**src/rtl/mult_pkg.sv**
```systemverilog
// -----------------------------------------------------------------------------
// mult_pkg
// Shared definitions for the product accumulator slice.
//   PROD_W  : width of the unsigned product coming from the 4x4 multiplier.
//   state_t : control FSM state encoding used by product_accumulator.
// No ports (package).
// -----------------------------------------------------------------------------
package mult_pkg;

    localparam int PROD_W = 8;

    typedef enum logic [1:0] {
        ST_IDLE  = 2'd0,
        ST_ACCUM = 2'd1,
        ST_HOLD  = 2'd2
    } state_t;

endpackage : mult_pkg

```
**src/rtl/acc_add.sv**
```systemverilog
// -----------------------------------------------------------------------------
// acc_add
// ACC_W-bit adder that adds a zero-extended product to the running
// accumulator and reports the carry out of the top bit.
// Build option: when ACC_SATURATE_EN is defined, a carry clamps the result
// to all ones; otherwise the result wraps modulo 2^ACC_W.
// Ports:
//   i_acc    [ACC_W-1:0]  current accumulator value
//   i_prod   [PROD_W-1:0] unsigned product to add
//   o_sum    [ACC_W-1:0]  new accumulator value (wrapped or clamped)
//   o_carry               carry out of bit ACC_W-1
// -----------------------------------------------------------------------------
module acc_add
    import mult_pkg::*;
#(
    parameter int ACC_W = 12
) (
    input  logic [ACC_W-1:0]  i_acc,
    input  logic [PROD_W-1:0] i_prod,
    output logic [ACC_W-1:0]  o_sum,
    output logic              o_carry
);

    logic [ACC_W:0]   w_full;
    logic [ACC_W-1:0] w_raw;

    assign w_full  = {1'b0, i_acc} + (ACC_W + 1)'(i_prod);
    assign w_raw   = w_full[ACC_W-1:0];
    assign o_carry = w_full[ACC_W];

`ifdef ACC_SATURATE_EN
    // Once clamped at all ones, any later non-zero product carries again and
    // zero products leave the value unchanged, so the clamp persists.
    assign o_sum = o_carry ? {ACC_W{1'b1}} : w_raw;
`else
    assign o_sum = w_raw;
`endif

endmodule : acc_add

```
**src/rtl/product_accumulator.sv**
```systemverilog
// -----------------------------------------------------------------------------
// product_accumulator
// Sums a batch of 8-bit products into an ACC_W-bit accumulator. A batch ends
// on in_last or after MAX_TERMS terms; the result is then held on
// sum/cnt/ovf with out_valid until the downstream takes it with out_ready.
// Build option: ACC_SATURATE_EN (see acc_add) selects clamp-on-overflow
// instead of wrap-around; ovf is sticky per batch in both builds.
//
// state    | meaning
// ---------+-------------------------------------------------------------
// ST_IDLE  | waiting for first term of a batch, in_ready=1
// ST_ACCUM | batch open, adding terms, in_ready=1
// ST_HOLD  | result held, out_valid=1, in_ready=0
//
// Ports:
//   clk        clock, rising edge
//   rst        synchronous active-high reset
//   p          [7:0] unsigned product
//   in_valid   p/in_last valid
//   in_last    current term closes the batch
//   in_ready   term accepted when in_valid && in_ready
//   sum        [ACC_W-1:0] batch sum (registered)
//   cnt        [$clog2(MAX_TERMS+1)-1:0] terms in batch
//   ovf        sticky overflow flag for the batch
//   out_valid  result held on sum/cnt/ovf
//   out_ready  downstream consumes the result
// -----------------------------------------------------------------------------
module product_accumulator
    import mult_pkg::*;
#(
    parameter int ACC_W     = 12,
    parameter int MAX_TERMS = 16,
    localparam int CNT_W    = $clog2(MAX_TERMS + 1)
) (
    input  logic              clk,
    input  logic              rst,
    input  logic [PROD_W-1:0] p,
    input  logic              in_valid,
    input  logic              in_last,
    output logic              in_ready,
    output logic [ACC_W-1:0]  sum,
    output logic [CNT_W-1:0]  cnt,
    output logic              ovf,
    output logic              out_valid,
    input  logic              out_ready
);

    localparam logic [CNT_W-1:0] MAX_CNT = CNT_W'(MAX_TERMS);

    state_t           r_state;
    logic [ACC_W-1:0] r_acc;
    logic [CNT_W-1:0] r_cnt;
    logic             r_ovf;
    logic             r_in_ready;
    logic             r_out_valid;

    logic             w_accept;
    logic [ACC_W-1:0] w_add_sum;
    logic             w_add_carry;
    logic [CNT_W-1:0] w_cnt_inc;
    logic             w_close_first;
    logic             w_close_accum;

    acc_add #(
        .ACC_W (ACC_W)
    ) u_acc_add (
        .i_acc   (r_acc),
        .i_prod  (p),
        .o_sum   (w_add_sum),
        .o_carry (w_add_carry)
    );

    assign w_accept  = in_valid && r_in_ready;
    assign w_cnt_inc = r_cnt + CNT_W'(1);

    // A single-term batch size closes on the very first term.
    assign w_close_first = in_last || (MAX_TERMS == 1);
    assign w_close_accum = in_last || (w_cnt_inc == MAX_CNT);

    always_ff @(posedge clk) begin
        if (rst) begin
            r_state     <= ST_IDLE;
            r_acc       <= '0;
            r_cnt       <= '0;
            r_ovf       <= 1'b0;
            r_in_ready  <= 1'b1;
            r_out_valid <= 1'b0;
        end else begin
            case (r_state)
                ST_IDLE: begin
                    if (w_accept) begin
                        r_acc <= ACC_W'(p);
                        r_cnt <= CNT_W'(1);
                        r_ovf <= 1'b0;
                        if (w_close_first) begin
                            r_state     <= ST_HOLD;
                            r_in_ready  <= 1'b0;
                            r_out_valid <= 1'b1;
                        end else begin
                            r_state <= ST_ACCUM;
                        end
                    end
                end

                ST_ACCUM: begin
                    if (w_accept) begin
                        r_acc <= w_add_sum;
                        r_cnt <= w_cnt_inc;
                        r_ovf <= r_ovf | w_add_carry;
                        if (w_close_accum) begin
                            r_state     <= ST_HOLD;
                            r_in_ready  <= 1'b0;
                            r_out_valid <= 1'b1;
                        end
                    end
                end

                ST_HOLD: begin
                    if (out_ready) begin
                        r_state     <= ST_IDLE;
                        r_in_ready  <= 1'b1;
                        r_out_valid <= 1'b0;
                    end
                end

                default: begin
                    r_state     <= ST_IDLE;
                    r_in_ready  <= 1'b1;
                    r_out_valid <= 1'b0;
                end
            endcase
        end
    end

    assign in_ready  = r_in_ready;
    assign out_valid = r_out_valid;
    assign sum       = r_acc;
    assign cnt       = r_cnt;
    assign ovf       = r_ovf;

endmodule : product_accumulator

```
**config.mk**
```make
export PLATFORM = sky130hd
export DESIGN_NAME = product_accumulator
export DESIGN_NICKNAME = d
export VERILOG_FILES = /design/src/rtl/mult_pkg.sv /design/src/rtl/acc_add.sv /design/src/rtl/product_accumulator.sv
export SDC_FILE = /design/constraint.sdc
export NUM_CORES = 1
export LEC_CHECK = 0
export ABC_AREA = 1
export CORE_ASPECT_RATIO = 1.2
export CORE_MARGIN = 10
export CORE_UTILIZATION = 49
export DETAILED_ROUTE_END_ITERATION = 10
export GPL_ROUTABILITY_DRIVEN = 0
export GPL_TIMING_DRIVEN = 0
export PLACE_DENSITY_LB_ADDON = 0.3
export REMOVE_ABC_BUFFERS = 1
export SLEW_MARGIN = 20
export SYNTH_ARGS = -nofsm -noshare
export SYNTH_HDL_FRONTEND = slang
export SYNTH_SLANG_ARGS = --single-unit
```
**constraint.sdc**
```tcl
create_clock -name clk -period 2.4 [get_ports clk]
set_clock_uncertainty 0.2 [all_clocks]
set_input_delay 0.48 -clock clk [delete_from_list [all_inputs] [get_ports clk]]
set_output_delay 0.48 -clock clk [all_outputs]
set_load 0.1 [all_outputs]
```
Yosys cells after proc, flatten, opt, wreduce, memory -nomap -nowiden:

Index checks and enable logic that the tools add are counted.
W data, S select, Z words.

* flip-flop bits (word level): 22
* bits in latches: 0
* memory bits (writable): 0
* bits in read-only memories: 0
* input port bits: 13
* word-level logic and storage cells: 51
* memories: 0

* add/sub/neg operators: 2
* $mul: 0
* divide/modulo/power cells: 0
* magnitude comparators: 0
* equal/unequal tests: 8
* shifts and indexed selects: 0
* muxes and demuxes: 27
* bitwise gates (word level): 1
* reduce and logical (&&, ||, !) cells: 7

Operators by type and width (count)
* $mux W12: 2
* $pmux W12 S2: 1
* $add A12 B8 Y13: 1
* $mux W1: 12
* $mux W2: 5
* $mux W5: 2
* $ne A2 B2 Y1 const B: 5
* $pmux W5 S2: 1
* $pmux W1 S3: 2
* $pmux W2 S3: 1
* $add A5 B1 Y5 const B: 1
* $eq A5 B5 Y1 const B: 1
* $reduce_and A5 Y1: 1
* $reduce_and A4 Y1: 1
* $reduce_and A3 Y1: 1
* $eq A2 B1 Y1 const B: 1
* $eq A2 B2 Y1 const B: 1
* $logic_not A2 Y1: 1
* $pmux W1 S2: 1
* $reduce_bool A2 Y1: 1
* $logic_and A1 B1 Y1: 1
* $logic_or A1 B1 Y1: 1
* $or A1 B1 Y1: 1

Longest topological paths before layout:

Gate-level depths: netlist (run 1).

* depth after elaboration: 6
* mapped depth: 11

Modules after synthesis:

A second synthesis (run 1) with hierarchy kept.

* cells, all modules: 237
* area, all modules: 1615.3 µm²

Modules (own cells, without submodules)
* product_accumulator: instances 1, cells an instance 133, area each 1048.5 µm², seq. area each 440.4 µm²
* acc_add: instances 1, cells an instance 104, area each 566.8 µm², seq. area each 0.0 µm²

Worst setup path after synthesis (run 1):

Ideal clock, no wire load.

* path kind: register to register
* start: reg r_acc[0] (netlist: sum[0])
* end: reg r_acc[10] (netlist: sum[10])
* data arrival time: 2340 ps
* required time: 2130 ps
* setup slack: -210 ps
* cell stages (with the launch flop): 11
* buffers on the path: 0
* clock period less this slack: 2610 ps
* cell sequence: dfxtp_1 -> ha_1 -> inv_1 -> fa_1 -> inv_1 -> nand4_1 -> nand3_1 -> nand2_1 -> nand2_1 -> nand3_1 -> a21oi_1

* longest elaborated chain between the ends: 3

Ends and longest elaborated chain
* start: declaration: line product_accumulator.sv:51 `logic [ACC_W-1:0] r_acc;`
* start signal: assignment: line product_accumulator.sv:92 `r_acc <= ACC_W'(p);`
* start signal: assignment: line product_accumulator.sv:107 `r_acc <= w_add_sum;`
* $add A12 B8 Y13: line acc_add.sv:27 `assign w_full = {1'b0, i_acc} + (ACC_W + 1)'(i_prod);`
* $mux W12: line product_accumulator.sv:106 `if (w_accept) begin`
* $pmux W12 S2: line product_accumulator.sv:89 `case (r_state)`

No other way between the ends. The select of a mux whose other input is x is not followed.
A chain may end at the register's enable or synchronous reset.

Worst setup path in the final report (run 1):

* start: reg r_cnt[0] (netlist: cnt[0])
* end: out cnt[0]

RTL lines
* start: declaration: line product_accumulator.sv:52 `logic [CNT_W-1:0] r_cnt;`
* start signal: assignment: line product_accumulator.sv:108 `r_cnt <= w_cnt_inc;`
* end: declaration: line product_accumulator.sv:42 `output logic [CNT_W-1:0] cnt,`

No word-level cell between the ends.

==> metrics, run 1 <==
outcome finished clean; CTS tree done; fin nets 262; switching share of power 48.1%; NetSw 0.000612 W; clock-pin slew on the worst setup and hold paths 0.13 ns; die area 5400 um2; Fmax 0.433 GHz; final core occ 63.9%; metal3 WL 173 um; Power Density 722 nW/um2; Buffers on Ports 32; number of global-route vias before repair 1,427; most common cell after layout, fill and taps aside nand2_1; CTS buffer count 3; worst path bufs/invs 1; Seq/Total Area, Yosys 31.5%; VDD IR max 0.532 mV; Lkg Pwr 0.866 nW; cts hold-fix bufs 0; Finish-stage setup viols 0; io pins 33; DP HPWL 2460 um; first-pass GRT wire length 5920 um; Wirelength per Cell 12.3 um; area delta synth->final 25.8%; setup bufs post-CTS 0; Clk Latency, worst-skew pair 0.31 ns; WL met2 1630 um; Die W 68.8 um; vias per cell 5.21; sequential fraction of design power 35.1%; P_int 0.000659 W; async set-reset flop share out of synthesis 0%; EDFF count, synth 0; slew margin rel. 36.2%; diodes inserted 0; Avg Cell Area, Syn 6.83 um2; Setup TNS 0 ns; Vert. Die Dim 78.6 um; GRT Util Overall 13.3%; clock buffer depth 2; Final Instance Count excl. Fillers 272; initial core utilization 50.7%; htree depth 1; Fin. Hold Viols 0; Core Box Area 2760 um2; Yosys warnings 0; Startpoint Class flop; placed insts 268; Tightest Hold Check Type flop to flop; design area 1760 um2; crit end category output pin; unrepaired setup endpoints after global routing no; Yosys reg bits 22; largest net degree at the start of global routing 17; Worst Tran Pin Value 0.961 ns; clk sink count 22; CP Max Fanout 6; crit path kind flop to output pin; Final Power 0.00127 W; CTS Root Cell clkbuf_4; Netlist cell types 31; most frequent cells in the layout nand2_1 (56), inv_1 (26), a21oi_1 (22), dfxtp_1 (22); fin crit share 96.3%; Primary FF master, synth dfxtp_1; GR Overflow Total 0; number of routed nets with antenna violations 0; Logic pwr share 48.2%; Final Routed Wirelength 3360 um; clock power share 16.7%; max-cap violations 0; drt first pass iters 4; Crit path required time 1.72 ns; share of layout cells above drive strength 1 7.56%; top cell family by delay on the critical path buffers and inverters; WP data arrival 1.63 ns; met1 WL 1540 um; Synth Cell Area 1400 um2; Tmin final 2.31 ns; worst path cell trace dlygate4sd2_1; DP Area 1750 um2; routed via count 1,418; initial antenna violation count 0; Final Max Tran Viols 0; # rows 21; drt first-iter violations 91; Synth Instances 205; Crit-path slowest cell dlygate4sd2_1; max layer used met4; DRC viols 0; Worst path max stage delay 0.89 ns
-- registers in the layout, summed over array words and instances, names as in the netlist --
| name | flops |
|---|---|
| cnt | 5 |
| in_ready | 1 |
| out_valid | 1 |
| ovf | 1 |
| r_state | 2 |
| sum | 12 |
-- final timing paths --
| check | startpoint | slack [ns] | end | cells past startpoint |
|---|---|---|---|---|
| worst max-delay path | cnt[0] | 0.09 | cnt[0] | 1 |
| worst min-delay path | sum[10] | 0.26 | sum[10] | 2 |
| worst max register to register | sum[0] | 0.46 | ovf | 10 |
| worst min register to register | sum[10] | 0.26 | sum[10] | 2 |
-- Yosys cell counts (2+ instances only) --
master / instances / area share, %
nor2_4: 2 / 1.6
inv_1: 26 / 7.0
dfxtp_1: 22 / 31
xor2_1: 2 / 1.3
a21oi_1: 22 / 7.9
nor3_1: 2 / 0.71
inv_2: 4 / 1.1
o21ai_0: 6 / 2.1
o21a_1: 3 / 1.6
nand2_1: 57 / 15
nand4_1: 5 / 2.2
nor2_1: 7 / 1.9
ha_1: 9 / 8.0
o21bai_1: 2 / 1.1
nand3_1: 20 / 7.1
-- worst min-delay path, stage by stage, from the launching register on --
cell and delay, ns:
dfxtp_1 0.34, inv_1 0.05, a21oi_1 0.05
-- power groups by stage --
| stage | clock [W] | combinational (W) | sequential [W] |
|---|---|---|---|
| 6_report | 0.000213 | 0.000613 | 0.000446 |
| 5_1_grt | 0.000234 | 0.000669 | 0.000454 |
| 4_1_cts | 0.000216 | 0.000612 | 0.000446 |
| 3_5_place_dp | 0 | 0.000631 | 0.000456 |
| 3_3_place_gp | 0 | 0.000625 | 0.000454 |
| 2_1_floorplan | 0 | 0.000260 | 0.000673 |
-- layer usage --
metal,up-vias,GRT usage (%)
met5,-,0
met2,28,22.1
met1,643,15.8
met4,0,4.55
li1,745,-
met3,2,3.41
-- repair_timing --
| item | in CTS | in global routing |
|---|---|---|
| gates resized for setup | 20 | 4 |
| endpoints found under the hold margin | 0 | 0 |
| setup endpoints to repair | 20 | 4 |
| pin swaps | 0 | 1 |
-- cell type report --
cell class | count | area [um2]
fill | 270 | 997
tap | 34 | 42.5
inverter | 30 | 113
clock buffer | 4 | 36.3
multi-input combinational | 150 | 838
sequential | 22 | 440
timing repair buffer | 32 | 292
-- logic make-up (layout without fill, tap and decap cells) --
kind of cell / count (synthesis) / count (layout) / share of synthesized area (%)
simple gates: 100 / 100 / 33.2
xor+xnor: 3 / 3 / 1.88
compound gates: 37 / 37 / 14.8
fa+ha+maj: 10 / 10 / 9.47
flops: 22 / 22 / 31.5
buf+inv: 33 / 66 / 9.20
-- through the flow --
step / setup WS (ns) / hold slack (ns)
floorplan: -0.210 / 0.342
global placement: -0.223 / 0.243
detailed placement: -0.252 / 0.245
CTS: 0.0283 / 0.265
global route: 0.000808 / 0.297
finish: 0.0888 / 0.264
No activity file was read; power rests on OpenSTA's default activity.
==> run 2: changes to the inputs <==
--- a/config.mk
+++ b/config.mk
@@ -9,6 +9,7 @@
 export CORE_ASPECT_RATIO = 1.2
 export CORE_MARGIN = 10
 export CORE_UTILIZATION = 49
+export CTS_CLUSTER_DIAMETER = 30
 export DETAILED_ROUTE_END_ITERATION = 10
 export GPL_ROUTABILITY_DRIVEN = 0
 export GPL_TIMING_DRIVEN = 0
==> results of run 2 <==
Final layout, timing and power as in run 1 (identical DEF).
==> run 3: changes to the inputs <==
--- a/config.mk
+++ b/config.mk
@@ -13,6 +13,7 @@
 export DETAILED_ROUTE_END_ITERATION = 10
 export GPL_ROUTABILITY_DRIVEN = 0
 export GPL_TIMING_DRIVEN = 0
+export MAX_ROUTING_LAYER = met4
 export PLACE_DENSITY_LB_ADDON = 0.3
 export REMOVE_ABC_BUFFERS = 1
 export SLEW_MARGIN = 20
==> run 3 against run 2 <==
Flip-flop and latch count did not move. Combinational power about the same. Sequential share of layout area unchanged. Sequential power about the same. Core utilization unchanged. Count of clock-buffer cells in the layout unchanged. Via count grew 0.63%. Hold slack hardly changed. Die area unchanged. Critical path depth did not move. Non-clock buffer count stayed put. First-iteration DRC count down 11%. Largest cell class unchanged. Largest power group unchanged.
==> metrics, run 3 (synthesis gave the netlist of run 1 again) <==
Buffers on Ports 32 (unchanged); Vert. Die Dim 78.6 um (unchanged); Final Routed Wirelength 3360 um (+0.15%); Lkg Pwr 0.866 nW (unchanged); Setup TNS 0 ns (unchanged); initial core utilization 50.7% (unchanged); Fmax 0.432 GHz (-0.14%); Crit path required time 1.72 ns (about the same); diodes inserted 0 (unchanged); Finish-stage setup viols 0 (unchanged); Core Box Area 2760 um2 (unchanged); DRC viols 0 (unchanged); die area 5400 um2 (unchanged); clock-pin slew on the worst setup and hold paths 0.13 ns (about the same); Die W 68.8 um (unchanged); max reg flops 12 (unchanged); CTS buffer count 3 (unchanged); Clk Latency, worst-skew pair 0.31 ns (about the same); htree depth 1 (unchanged); io pins 33 (unchanged); VDD IR max 0.531 mV (about the same); most frequent cells in the layout nand2_1 (56), inv_1 (26), a21oi_1 (22), dfxtp_1 (22); DP HPWL 2460 um (unchanged); number of routed nets with antenna violations 0 (unchanged); WP data arrival 1.63 ns (about the same); number of global-route vias before repair 1,429 (+0.14%); DP Area 1750 um2 (unchanged); share of layout cells above drive strength 1 7.56% (unchanged); GRT Util Overall 13.7% (+0.36 points); unrepaired setup endpoints after global routing no; max-cap violations 0 (unchanged); largest net degree at the start of global routing 17 (unchanged); register area 440 um2 (unchanged); Final Max Tran Viols 0 (unchanged); area delta synth->final 25.8% (unchanged); multi-input combinational cell area 838 um2 (unchanged); clk sink count 22 (unchanged); pre-CTS WS -0.252 ns (unchanged); Power Density 722 nW/um2 (about the same); design area 1760 um2 (unchanged); vias per cell 5.25 (+0.63%); fin nets 262 (unchanged); Tightest Hold Check Type flop to flop; final worst slack 0.0856 ns (-0.00322 ns); Crit-path slowest cell dlygate4sd2_1; CTS Root Cell clkbuf_4; Wirelength per Cell 12.4 um (+0.15%); Fin. Hold Viols 0 (unchanged); drt first pass iters 4 (unchanged); initial antenna violation count 0 (unchanged); GR Overflow Total 0 (unchanged); most common cell after layout, fill and taps aside nand2_1; # rows 21 (unchanged); fin crit share 96.4% (+0.13 points); crit path kind flop to output pin; outcome finished clean; crit end category output pin; Worst path max stage delay 0.88 ns (about the same); setup bufs post-CTS 0 (unchanged); worst path bufs/invs 1 (unchanged); Tmin final 2.31 ns (+0.00322 ns); Startpoint Class flop; CP Max Fanout 4 (-2); top cell family by delay on the critical path buffers and inverters; CTS tree done; Worst Tran Pin Value 0.961 ns (+0.000473 ns); slew margin rel. 36.2% (about the same); clock buffer depth 2 (unchanged); first-pass GRT wire length 5910 um (-0.12%); drt first-iter violations 81 (-11%); Fillers 270 (unchanged); worst path cell trace dlygate4sd2_1; routed via count 1,427 (+0.63%)
-- run 3: cell counts in the layout (fill, tap and decap cells not counted) --
No cell type changed its count.
-- run 3: worst paths after layout --
kind / from / end / slack [ns] / cells past startpoint
worst max-delay path: in_ready / in_ready / 0.09 / 1
worst min-delay path: sum[10] / sum[10] / 0.26 / 2
worst min register to register: sum[10] / sum[10] / 0.26 / 2
worst max register to register: sum[0] / ovf / 0.46 / 10
-- run 3: layer usage --
| metal | global-route usage, % | wire (um) | vias up |
|---|---|---|---|
| li1 | - | - | 744 |
| met1 | 16.3 | 1560 | 648 |
| met2 | 22.1 | 1630 | 33 |
| met3 | 2.56 | 149 | 2 |
| met4 | 4.55 | 15 | 0 |
| met5 | - | 0 | - |
-- run 3: worst min-delay path: stages (launching register included) --
cell	delay, ns
dfxtp_1	0.34
inv_1	0.05
a21oi_1	0.05
-- run 3: power breakdown --
group	leakage, nW	total, W	internal, W	switching [W]
Clock	0.0210	0.000213	0.0000926	0.000120
Sequential	0.180	0.000446	0.000403	0.0000432
Combinational	0.665	0.000613	0.000163	0.000450
Total	0.866	0.00127	0.000659	0.000613
-- run 3: per-stage QoR --
stage / hold slack [ns] / utilization (%) / power (W) / std cells
finish: 0.264 / 63.9 / 0.00127 / 272
global route: 0.297 / 63.9 / 0.00136 / 272
detailed placement: 0.245 / 63.3 / 0.00109 / 268
CTS: 0.265 / 63.7 / 0.00127 / 272
global placement: 0.243 / 63.3 / 0.00108 / 268
floorplan: 0.342 / - / 0.000933 / 202
-- run 3: area by class of cell --
type / instances / share of cell area [%]
Timing Repair Buffer: 32 / 16.5
Inverter: 30 / 6.39
Multi-Input combinational cell: 150 / 47.6
Sequential cell: 22 / 25.0
Clock buffer: 4 / 2.06
Tap cell: 34 / 2.41
-- run 3: timing repair --
action                     4_1_cts  5_1_grt
pin swaps                        0        1
setup endpoints to repair       20        4
hold buffers                     0        0
gates resized for setup         20        4
